**src/rtl/multicycle_control_if.sv**
```systemverilog
// Control bundle between the multi-cycle sequencer and the datapath/ULA.
// The master is the sequencer, the slave is the datapath side.
interface multicycle_control_if;
  logic [5:0] opcode;
  logic [5:0] funct;
  logic       Zero;
  logic       mem_ready;
  logic [3:0] ALUOp;
  logic       alu_src_a;
  logic [1:0] alu_src_b;
  logic [1:0] pc_source;
  logic       pc_write;
  logic       ir_write;
  logic       mem_read;
  logic       mem_write;
  logic       i_or_d;
  logic       reg_write;
  logic       reg_dst;
  logic       mem_to_reg;
  logic       illegal;
  logic [3:0] state;

  modport master (
    input  opcode, funct, Zero, mem_ready,
    output ALUOp, alu_src_a, alu_src_b, pc_source, pc_write, ir_write, mem_read,
           mem_write, i_or_d, reg_write, reg_dst, mem_to_reg, illegal, state
  );

  modport slave (
    output opcode, funct, Zero, mem_ready,
    input  ALUOp, alu_src_a, alu_src_b, pc_source, pc_write, ir_write, mem_read,
           mem_write, i_or_d, reg_write, reg_dst, mem_to_reg, illegal, state
  );
endinterface

```
**src/rtl/multicycle_control.sv**
```systemverilog
// Multi-cycle control FSM: sequences fetch/decode/execute/memory/write-back and
// drives the datapath muxes, enables and the ULA operation code.
module multicycle_control #(
  parameter int unsigned CNT_W = 32
) (
  input  logic                 clk,
  input  logic                 rst,
  multicycle_control_if.master bus,
  output logic [CNT_W-1:0]     instr_count
);

  typedef enum logic [3:0] {
    StFetch    = 4'd0,
    StDecode   = 4'd1,
    StMemAddr  = 4'd2,
    StMemRead  = 4'd3,
    StMemWb    = 4'd4,
    StMemWrite = 4'd5,
    StExecR    = 4'd6,
    StRWb      = 4'd7,
    StBranch   = 4'd8,
    StJump     = 4'd9,
    StExecI    = 4'd10,
    StIWb      = 4'd11,
    StIllegal  = 4'd12
  } state_e;

  localparam logic [5:0] OpRType = 6'h00;
  localparam logic [5:0] OpSw    = 6'h2B;

  state_e           state_q, state_d;
  logic [5:0]       op_q, op_d;
  logic [5:0]       funct_q, funct_d;
  logic [CNT_W-1:0] count_q, count_d;
  logic             retire;

  function automatic logic r_valid(input logic [5:0] f);
    case (f)
      6'h20, 6'h22, 6'h18, 6'h1A, 6'h24, 6'h25, 6'h27, 6'h00, 6'h02, 6'h2A: return 1'b1;
      default: return 1'b0;
    endcase
  endfunction

  function automatic logic [3:0] r_alu(input logic [5:0] f);
    case (f)
      6'h20:   return 4'd0;
      6'h22:   return 4'd1;
      6'h18:   return 4'd2;
      6'h1A:   return 4'd3;
      6'h24:   return 4'd4;
      6'h25:   return 4'd5;
      6'h27:   return 4'd6;
      6'h00:   return 4'd7;
      6'h02:   return 4'd8;
      6'h2A:   return 4'd9;
      default: return 4'd0;
    endcase
  endfunction

  function automatic logic [3:0] i_alu(input logic [5:0] op);
    case (op)
      6'h0C:   return 4'd4;
      6'h0D:   return 4'd5;
      6'h0A:   return 4'd9;
      default: return 4'd0;
    endcase
  endfunction

  function automatic logic [3:0] br_alu(input logic [5:0] op);
    case (op)
      6'h04:   return 4'd10;
      6'h05:   return 4'd11;
      6'h06:   return 4'd15;
      6'h07:   return 4'd12;
      6'h14:   return 4'd13;
      6'h15:   return 4'd14;
      default: return 4'd0;
    endcase
  endfunction

  // Next state; decode works on the live IR fields while they are being latched.
  always_comb begin
    state_d = state_q;
    op_d    = op_q;
    funct_d = funct_q;
    retire  = 1'b0;
    case (state_q)
      StFetch: begin
        if (bus.mem_ready) state_d = StDecode;
      end
      StDecode: begin
        op_d    = bus.opcode;
        funct_d = bus.funct;
        case (bus.opcode)
          OpRType:                                   state_d = r_valid(bus.funct) ? StExecR
                                                                                   : StIllegal;
          6'h23, 6'h2B:                              state_d = StMemAddr;
          6'h08, 6'h0C, 6'h0D, 6'h0A:                state_d = StExecI;
          6'h04, 6'h05, 6'h06, 6'h07, 6'h14, 6'h15:  state_d = StBranch;
          6'h02:                                     state_d = StJump;
          default:                                   state_d = StIllegal;
        endcase
      end
      StExecR:   state_d = StRWb;
      StExecI:   state_d = StIWb;
      StMemAddr: state_d = (op_q == OpSw) ? StMemWrite : StMemRead;
      StMemRead: begin
        if (bus.mem_ready) state_d = StMemWb;
      end
      StMemWrite: begin
        if (bus.mem_ready) begin
          state_d = StFetch;
          retire  = 1'b1;
        end
      end
      StRWb, StIWb, StMemWb, StBranch, StJump: begin
        state_d = StFetch;
        retire  = 1'b1;
      end
      StIllegal: state_d = StFetch;
      default:   state_d = StFetch;
    endcase
    count_d = retire ? count_q + CNT_W'(1) : count_q;
  end

  always_ff @(posedge clk) begin
    if (rst) begin
      state_q <= StFetch;
      op_q    <= '0;
      funct_q <= '0;
      count_q <= '0;
    end else begin
      state_q <= state_d;
      op_q    <= op_d;
      funct_q <= funct_d;
      count_q <= count_d;
    end
  end

  // Moore outputs from state and latched fields; FETCH/BRANCH also look at the handshake/flag.
  always_comb begin
    bus.ALUOp      = 4'd0;
    bus.alu_src_a  = 1'b0;
    bus.alu_src_b  = 2'b00;
    bus.pc_source  = 2'b00;
    bus.pc_write   = 1'b0;
    bus.ir_write   = 1'b0;
    bus.mem_read   = 1'b0;
    bus.mem_write  = 1'b0;
    bus.i_or_d     = 1'b0;
    bus.reg_write  = 1'b0;
    bus.reg_dst    = 1'b0;
    bus.mem_to_reg = 1'b0;
    bus.illegal    = 1'b0;
    case (state_q)
      StFetch: begin
        bus.mem_read  = 1'b1;
        bus.alu_src_b = 2'b01;
        bus.pc_write  = bus.mem_ready;
        bus.ir_write  = bus.mem_ready;
      end
      StDecode: bus.alu_src_b = 2'b11;
      StExecR: begin
        bus.alu_src_a = 1'b1;
        bus.ALUOp     = r_alu(funct_q);
      end
      StRWb: begin
        bus.alu_src_a = 1'b1;
        bus.ALUOp     = r_alu(funct_q);
        bus.reg_write = 1'b1;
        bus.reg_dst   = 1'b1;
      end
      StExecI: begin
        bus.alu_src_a = 1'b1;
        bus.alu_src_b = 2'b10;
        bus.ALUOp     = i_alu(op_q);
      end
      StIWb: begin
        bus.alu_src_a = 1'b1;
        bus.alu_src_b = 2'b10;
        bus.ALUOp     = i_alu(op_q);
        bus.reg_write = 1'b1;
      end
      StMemAddr: begin
        bus.alu_src_a = 1'b1;
        bus.alu_src_b = 2'b10;
      end
      StMemRead: begin
        bus.mem_read = 1'b1;
        bus.i_or_d   = 1'b1;
      end
      StMemWb: begin
        bus.reg_write  = 1'b1;
        bus.mem_to_reg = 1'b1;
      end
      StMemWrite: begin
        bus.mem_write = 1'b1;
        bus.i_or_d    = 1'b1;
      end
      StBranch: begin
        bus.alu_src_a = 1'b1;
        bus.ALUOp     = br_alu(op_q);
        bus.pc_source = 2'b01;
        bus.pc_write  = bus.Zero;
      end
      StJump: begin
        bus.pc_source = 2'b10;
        bus.pc_write  = 1'b1;
      end
      StIllegal: bus.illegal = 1'b1;
      default: ;
    endcase
  end

  assign bus.state   = state_q;
  assign instr_count = count_q;

endmodule
```
**src/flat_wrapper.sv**
```systemverilog
// flat-port wrapper written by rule: the top's interface ports become plain ports
module multicycle_control_flat 
#(
  parameter int unsigned CNT_W = 32
)
  (clk, rst, instr_count, bus_opcode, bus_funct, bus_Zero, bus_mem_ready, bus_ALUOp, bus_alu_src_a, bus_alu_src_b, bus_pc_source, bus_pc_write, bus_ir_write, bus_mem_read, bus_mem_write, bus_i_or_d, bus_reg_write, bus_reg_dst, bus_mem_to_reg, bus_illegal, bus_state);
  multicycle_control_if bus_i ();
  input  logic clk;
  input  logic rst;
  output logic [CNT_W-1:0] instr_count;
  input wire logic [$bits(bus_i.opcode)-1:0] bus_opcode;
  input wire logic [$bits(bus_i.funct)-1:0] bus_funct;
  input wire logic [$bits(bus_i.Zero)-1:0] bus_Zero;
  input wire logic [$bits(bus_i.mem_ready)-1:0] bus_mem_ready;
  output wire logic [$bits(bus_i.ALUOp)-1:0] bus_ALUOp;
  output wire logic [$bits(bus_i.alu_src_a)-1:0] bus_alu_src_a;
  output wire logic [$bits(bus_i.alu_src_b)-1:0] bus_alu_src_b;
  output wire logic [$bits(bus_i.pc_source)-1:0] bus_pc_source;
  output wire logic [$bits(bus_i.pc_write)-1:0] bus_pc_write;
  output wire logic [$bits(bus_i.ir_write)-1:0] bus_ir_write;
  output wire logic [$bits(bus_i.mem_read)-1:0] bus_mem_read;
  output wire logic [$bits(bus_i.mem_write)-1:0] bus_mem_write;
  output wire logic [$bits(bus_i.i_or_d)-1:0] bus_i_or_d;
  output wire logic [$bits(bus_i.reg_write)-1:0] bus_reg_write;
  output wire logic [$bits(bus_i.reg_dst)-1:0] bus_reg_dst;
  output wire logic [$bits(bus_i.mem_to_reg)-1:0] bus_mem_to_reg;
  output wire logic [$bits(bus_i.illegal)-1:0] bus_illegal;
  output wire logic [$bits(bus_i.state)-1:0] bus_state;
  assign bus_i.opcode = bus_opcode;
  assign bus_i.funct = bus_funct;
  assign bus_i.Zero = bus_Zero;
  assign bus_i.mem_ready = bus_mem_ready;
  assign bus_ALUOp = bus_i.ALUOp;
  assign bus_alu_src_a = bus_i.alu_src_a;
  assign bus_alu_src_b = bus_i.alu_src_b;
  assign bus_pc_source = bus_i.pc_source;
  assign bus_pc_write = bus_i.pc_write;
  assign bus_ir_write = bus_i.ir_write;
  assign bus_mem_read = bus_i.mem_read;
  assign bus_mem_write = bus_i.mem_write;
  assign bus_i_or_d = bus_i.i_or_d;
  assign bus_reg_write = bus_i.reg_write;
  assign bus_reg_dst = bus_i.reg_dst;
  assign bus_mem_to_reg = bus_i.mem_to_reg;
  assign bus_illegal = bus_i.illegal;
  assign bus_state = bus_i.state;
  multicycle_control #(.CNT_W(CNT_W)) u_core (.clk(clk), .rst(rst), .bus(bus_i), .instr_count(instr_count));
endmodule
```
**config.mk**
```make
export PLATFORM = sky130hd
export DESIGN_NAME = multicycle_control_flat
export DESIGN_NICKNAME = d
export VERILOG_FILES = /design/src/rtl/multicycle_control_if.sv /design/src/rtl/multicycle_control.sv /design/src/flat_wrapper.sv
export SDC_FILE = /design/constraint.sdc
export NUM_CORES = 1
export LEC_CHECK = 0
export CAP_MARGIN = 10
export CORE_MARGIN = 2
export CORE_UTILIZATION = 54
export CTS_CLUSTER_SIZE = 25
export DETAILED_ROUTE_END_ITERATION = 10
export PLACE_DENSITY = 0.91
export SYNTH_ARGS = -nofsm -noshare
export SYNTH_HDL_FRONTEND = slang
export SYNTH_SLANG_ARGS = --single-unit
```
**constraint.sdc**
```tcl
create_clock -name clk -period 5.78 [get_ports clk]
set_input_delay 1.156 -clock clk [delete_from_list [all_inputs] [get_ports clk]]
set_output_delay 1.156 -clock clk [all_outputs]
set_load 0.02 [all_outputs]
```
# Word level (Yosys, flattened, before mapping)
# Cells that the tools add are included.
# word_totals
output_inout_bits,54
regBits,48
input_bits,16
# classes
muxes,28
n_reduce_logical,17
add_sub_neg,1
n_eq_ne,55
# op_table
cell,count
equality test 6 bit (second input constant),14
equality test 6 x 3 -> 1 bit (second input constant),8
equality test 6 x 5 -> 1 bit (second input constant),8
equality test 6 x 4 -> 1 bit (second input constant),7
one-hot mux 4 bit (9 select lines),1
adder 32 x 1 -> 32 bit (second input constant),1
one-hot mux 4 bit (7 select lines),1
one-hot mux 4 bit (3 select lines),2
one-hot mux 4 bit (6 select lines),1
equality test 4 bit (second input constant),5
one-hot mux 4 bit (5 select lines),1
equality test 6 x 2 -> 1 bit (second input constant),3
logical NOT 6 bit,3
equality test 4 x 3 -> 1 bit (second input constant),4
2-to-1 mux 4 bit,4
2-to-1 mux 1 bit,13
OR reduction 6 bit,2
OR reduction 10 bit,1
OR reduction 2 bit,5
equality test 4 x 2 -> 1 bit (second input constant),2
!= test 2 bit (second input constant),3
one-hot mux 2 bit (3 select lines),1
OR reduction 3 bit,2
OR reduction 5 bit,1
8 further kinds,8

# Logic depth before layout (Yosys ltp)
# Gate-level depths: netlist of run 1.
# logic_depth
depth_word,8
mapped_depth,7

# Worst setup path after synthesis of run 1
# No wires, ideal clock.
# synth_timing
kind,register to output
from,"reg u_core.state_q[3], in the netlist u_core.bus.state[3]"
to,out bus_ALUOp[0]
required_time_ps,4624
arrival_time_ps,1800
slack_ps,2824
path_stages_with_launch,7
cell_sequence,dfxtp_1 > buf_4 > nor2b_1 > nand2_1 > or3_1 > nand2b_1 > o2111ai_1
# synth_between
elab_chain_len,3
elab_cells_between_ends,8
cone_classes,eq/ne: 5; mux: 1; reduce/logical: 2
# synth_rtl
element,line,rtl
start: declaration,multicycle_control.sv:31,"state_e state_q, state_d;"
start signal: assignment,multicycle_control.sv:128,state_q <= StFetch;
start signal: assignment,multicycle_control.sv:133,state_q <= state_d;
equality test 4 bit / equality test 4 x 3 -> 1 bit (equally long branches),-,
OR reduction 2 bit (no line),-,
one-hot mux 4 bit (3 select lines) *,multicycle_control.sv:155,case (state_q)
end: declaration,flat_wrapper.sv:15,output wire logic [$bits(bus_i.ALUOp)-1:0] bus_ALUOp;
# Mark *: on every way between the ends. The rest lies on a longest branch, timed or not.

# Worst setup path after layout of run 1
# layout_timing
from,in bus_mem_ready
to,out bus_pc_write
# layout_between
elab_chain_len,1
# layout_rtl
element,line,rtl
start: declaration,flat_wrapper.sv:14,input wire logic [$bits(bus_i.mem_ready)-1:0] bus_mem_ready;
one-hot mux 1 bit (3 select lines),multicycle_control.sv:155,
end: declaration,flat_wrapper.sv:19,output wire logic [$bits(bus_i.pc_write)-1:0] bus_pc_write;
# Every way passes these cells.

==> results.cfg, run 1 <==
[drt]
wl_mm = 7.078
dr.first_iter.drc_count = 197
first_pass_iters = 4
post_drt_wl_per_cell_um = 14.21
vias = 2895
ant_nets = 0
drc_errors = 0
vias_per_cell = 5.813

[placed_design]
place.gp.congestion = 0.8751
place_ws_ps = 1868
hpwl_mm = 5.030
portBuffers = 69

[yosys]
syn_area_um2 = 2841
synth_top_cell_by_area = dfxtp_1
synth_fp_nets = 390
async_flop_share_pct = 0
syn_area_per_cell_um2 = 7.618
synthCells = 373
seq_area_frac_synth_pct = 33.82
yosys.cell_types.count = 53
synth_seq_cells = 48
ys.flop_type = dfxtp_1
synth.area.top_cells = dfxtp_1 34%, nand2_1 6.7%, a21oi_1 6.3%
synth_top_area_share_pct = 33.82
synth_edf_count = 0
ys_warn_count = 0

[setup_path]
path_max_fanout = 7
slowest_delay_ps = 650
crit_slowest_cell = clkdlybuf4s50_1
critPathKind = in2out
worst_path_most_repeated_cell = clkdlybuf4s50_1
critPathCaptureType = primary output
cp.buffers_inverters = 2
cp.arrival_ps = 2740
crit_chain = clkdlybuf4s50_1 > nand2_1 > a211oi_1 > clkdlybuf4s50_1
worstPathRequired_ps = 4620
critPathTopFamily = buffers and inverters
startpoint_type = input port

[floorplanning]
chipWidth_um = 76.54
die_h_um = 76.54
rows = 26
core_um2 = 5107
initial_core_util_pct = 55.63
dieArea_um2 = 5858
io_pins = 70

[finish]
drive_gt1_share_pct = 5.140
fin_nets = 444
antenna_cells = 0
area_growth_pct = 28.01

[pwr]
p_leak_nw = 1.232
vdd_ir_drop_max_mv = 0.1669
power.density_nw_per_um2 = 207.8

[sta]
grt_setup_unrepaired = false
max_freq_mhz = 256.8
period_needed_ps = 3894
skew_ps = 3.239
tns_ps = 0
worstMarginPinSlew_ps = 1056
whs_ps = 484.0
slew-limit-headroom_pct = 29.40
setup_slack_ps = 1886
slew_viol_final = 0
final_hold_viol_count = 0
fin_crit_sh_pct = 67.37
setup_viol = 0

[global_routing]
gr-usage-all-layers_pct = 23.82
grt_first_pass_wirelength_mm = 11.79
antenna_found_initial = 0
first_global_vias = 2585
grt_overflow = 0
grt_max_degree = 50

[clock_network]
clock_latency_ps = 290
cts_tree = done
cts_setup_buffers = 0
clk_pin_slew_ps = 80
clk_path_buf_depth = 2
cts.sinks = 48
cts-resized-gates = 0
cts_max_level = 2
root_buffer = clkbuf_8
cts_buffers = 5
ctsHoldBuffers = 0

[min_path]
hold_class = reg2reg

[outcome]
status = completed

[flow_run]
maxCapViolCount = 0
## tightest hold or removal path, cell delays in order (launching register included)
cell     delay (ps)
dfxtp_1         330
nand2_1          60
a21oi_1          60
## synthesized netlist by cell type (all sizes together) (7+ instances only)
library cell,n
xnor2,11
or3,11
clkbuf,17
nand3,13
nand2,51
a21oi,36
nor4,8
o21ai,16
nor3,14
dfxtp,48
xor2,14
and3,7
nand4,13
inv,7
nor2,37
nand2b,8
## power by group
part	internal, mW	switching [mW]	leakage, nW
sequential	0.341	0.0253	0.388
combinational	0.0707	0.0834	0.788
clock	0.128	0.107	0.0552
total	0.541	0.215	1.23
## registers in the layout, indices dropped and copies added, names as in the netlist
register and cells:
u_core.funct_q 6, u_core.bus.state 4, u_core.instr_count 32, u_core.op_q 6
## cells by family after synthesis
kind of cell / count (synthesis) / share of synthesized area [%]
buffers and inverters: 30 / 4.579
xor gates and xnor gates: 25 / 7.706
muxes: 3 / 1.101
adders and majority gates: 1 / 0.4403
AOI/OAI and AO/OA: 77 / 15.90
DFF: 48 / 33.82
and+or+nand+nor: 189 / 36.46
## through the flow
step | utilization, % | total power [mW] | instances | area, um2
floorplan | - | 0.4741 | 373 | 2841
global placement | 69.11 | 0.5230 | 490 | 3530
detailed placement | 69.11 | 0.5282 | 490 | 3530
CTS | 71.22 | 0.7607 | 498 | 3637
global route | 71.22 | 0.7953 | 498 | 3637
finish | 71.22 | 0.7557 | 498 | 3637
## path summary, 6_finish.rpt
check                                   startpoint                                   to  slack, ps  depth (start not counted)
setup / recovery                     bus_mem_ready                         bus_pc_write       1890                          4
hold / removal         u_core.op_q[2]$_SDFFE_PP0P_          u_core.op_q[2]$_SDFFE_PP0P_        480                          2
setup reg to reg  u_core.bus.state[2]$_SDFFE_PP0P_  u_core.instr_count[31]$_SDFFE_PP0P_       2770                          5
hold reg to reg        u_core.op_q[2]$_SDFFE_PP0P_          u_core.op_q[2]$_SDFFE_PP0P_        480                          2
## layer usage
layer	wire, um	track usage [%]	vias up	share of wire [%]
li1	-	-	1438	-
met1	3073	30.37	1359	43
met2	3545	41.33	92	50
met3	416	4.502	6	5.9
met4	42	6.182	0	0.59
met5	0	0	-	0
## final cells by class
cell class / instances / area [um2]
multi-input cells: 295 / 1757
clock inverters: 2 / 35.03
flip-flops and latches: 48 / 960.9
inverters: 7 / 26.28
clock buffers: 6 / 72.57
fillers: 423 / 1470
well taps: 70 / 87.58
repair buffers: 70 / 698.2
## placed cells by master, fill, tap and decap left out, types with 5 or more instances in the layout
| cell | n |
|---|---|
| clkbuf_8 | 5 |
| clkdlybuf4s50_1 | 69 |
| xor2_1 | 14 |
| nor2_1 | 37 |
| nor3_1 | 14 |
| xnor2_1 | 11 |
| nand2_1 | 51 |
| nor2b_1 | 5 |
| inv_1 | 7 |
| nand3_1 | 13 |
| nand4_1 | 11 |
| nand2b_1 | 8 |
| dfxtp_1 | 48 |
| a21oi_1 | 36 |
| o21ai_0 | 16 |
| or4_1 | 5 |
| or3_1 | 11 |
| and3_1 | 7 |
| o31ai_1 | 6 |
(Power assumes the default switching activity.)
==> run 2: changes to the inputs <==
- CORE_UTILIZATION: 54 -> 50
- PLACE_DENSITY: 0.91 -> 0.86
- clock period: 5.78 -> 4 ns (I/O delays scaled with it)
==> run 2 against run 1 <==
Power is 39% higher. Register-to-register slack worse by 1300 ps. Sequential power is 44% higher. Non-clock buffer count is 2 higher. Die area grew 7.6%. Cell area did not move. Critical path type is now reg2out.
==> results.cfg, run 2 (synthesis results as in run 1) <==
[global_routing]
grt_max_degree = 33
grt_first_pass_wirelength_mm = 11.43
gr-usage-all-layers_pct = 22.12
grt_overflow = 0
antenna_found_initial = 0
first_global_vias = 2537

[drt]
highest_layer = met4
post_drt_wl_per_cell_um = 13.99
ant_nets = 0
wl_met3_um = 376
vias_per_cell = 5.693
dr.first_iter.drc_count = 223
wl_mm = 7.025
drc_errors = 0
wl_met2_mm = 3.452
vias = 2858
first_pass_iters = 4
wl_met1_mm = 3.094

[clock_network]
ctsHoldBuffers = 0
cts.sinks = 48
cts_buffers = 5
clock_latency_ps = 290
clk_path_buf_depth = 2
cts_tree = done
clk_pin_slew_ps = 80
cts_setup_buffers = 0
root_buffer = clkbuf_8
cts-resized-gates = 0
cts_max_level = 2

[sta]
grt_setup_unrepaired = false
setup_slack_ps = 465.5
skew_ps = 5.633
slew_viol_final = 0
period_needed_ps = 3535
fin_crit_sh_pct = 88.36
final_hold_viol_count = 0
max_freq_mhz = 282.9
tns_ps = 0
worstMarginPinSlew_ps = 1105
slew-limit-headroom_pct = 26.17
setup_viol = 0

[placed_design]
portBuffers = 69
placed_cells = 494
place_ws_ps = 785.8
place.gp.congestion = 0.8645
hpwl_mm = 5.140

[finish]
area_growth_pct = 28.01
fin_nets = 446
mostFrequentLayoutCell = clkdlybuf4s50_1
antenna_cells = 0
finalNonFillerCells = 502
drive_gt1_share_pct = 5.349
final_cell_mix = 69 x clkdlybuf4s50_1, 51 x nand2_1, 48 x dfxtp_1
largest_register_ffs = 32

[pwr]
p_clk_share_pct = 27.9
internal-power_mw = 0.7389
power.density_nw_per_um2 = 288.3
p_leak_nw = 1.233
sequentialPowerShare_pct = 50.5
vdd_ir_drop_max_mv = 0.1591
switching_share_pct = 29.54
p_comb_share_pct = 21.6
switching_power_mw = 0.3098
p_total_mw = 1.049

[min_path]
hold_class = reg2reg

[setup_path]
critPathCaptureType = primary output
slowest_delay_ps = 690
startpoint_type = flop
worstPathRequired_ps = 3200
path_max_fanout = 20
crit_slowest_cell = dfxtp_1
crit_chain = nor2b_1 > nand2_1 > or3_1 > nand2b_1 > o2111ai_1 > clkdlybuf4s50_1
critPathKind = reg2out
cp.arrival_ps = 2730

[floorplanning]
core_um2 = 5507
die_h_um = 79.39
chipWidth_um = 79.39
initial_core_util_pct = 51.60
rows = 27
io_pins = 70
dieArea_um2 = 6302

[flow_run]
maxCapViolCount = 0

[outcome]
status = completed
-- run 2: cell types whose count changed in the layout (fill, tap and decap cells not counted) --
cell / previous run / this run
buf_4: 1 / 3
clkbuf_1: 1 / 2
bufinv_16: 1 / 0
clkinv_2: 1 / 0
clkbuf_8: 5 / 6
-- run 2: path summary, 6_finish.rpt --
check                                         from                                  end  slack, ps  cells past startpoint
hold / removal         u_core.op_q[5]$_SDFFE_PP0P_          u_core.op_q[5]$_SDFFE_PP0P_        500                      2
setup reg to reg  u_core.bus.state[2]$_SDFFE_PP0P_  u_core.instr_count[31]$_SDFFE_PP0P_       1440                      5
setup / recovery  u_core.bus.state[3]$_SDFFE_PP0P_                         bus_ALUOp[0]        470                      6
hold reg to reg        u_core.op_q[5]$_SDFFE_PP0P_          u_core.op_q[5]$_SDFFE_PP0P_        500                      2
-- run 2: through the flow --
step | utilization (%) | area, um2 | hold WS [ps]
2_1_floorplan | - | 2841 | 450.3
5_1_grt | 66.05 | 3637 | 525.2
4_1_cts | 66.05 | 3637 | 497.5
6_report | 66.05 | 3637 | 498.3
3_3_place_gp | 64.42 | 3547 | 468.4
3_5_place_dp | 64.42 | 3547 | 484.9
-- run 2: area by class of cell --
cell class | instances | area [um2]
Clock buffer | 8 | 90.09
Fill cell | 489 | 1869
Inverter | 7 | 26.28
Multi-Input combinational cell | 295 | 1757
Sequential cell | 48 | 960.9
Tap cell | 72 | 90.09
Timing Repair Buffer | 72 | 713.2
-- run 2: per-layer routing --
| layer | vias to the layer above | global-route usage [%] |
|---|---|---|
| met4 | 0 | 6.034 |
| met2 | 92 | 37.80 |
| met3 | 10 | 4.072 |
| li1 | 1437 | - |
| met1 | 1319 | 28.64 |
| met5 | - | 0 |
-- run 2: power groups by stage --
stage	clock network [mW]	logic, mW	registers [mW]
2_1_floorplan	0	0.163	0.522
3_3_place_gp	0	0.222	0.539
3_5_place_dp	0	0.225	0.541
4_1_cts	0.301	0.226	0.529
5_1_grt	0.322	0.249	0.535
6_report	0.293	0.226	0.530
-- run 2: worst max-delay path, delay by kind of cell, from the launching register on --
kind	cells	cell delay [ps]
and+or+nand+nor	4	950
DFF	1	690
buffers and inverters	1	630
AOI/OAI and AO/OA	1	170
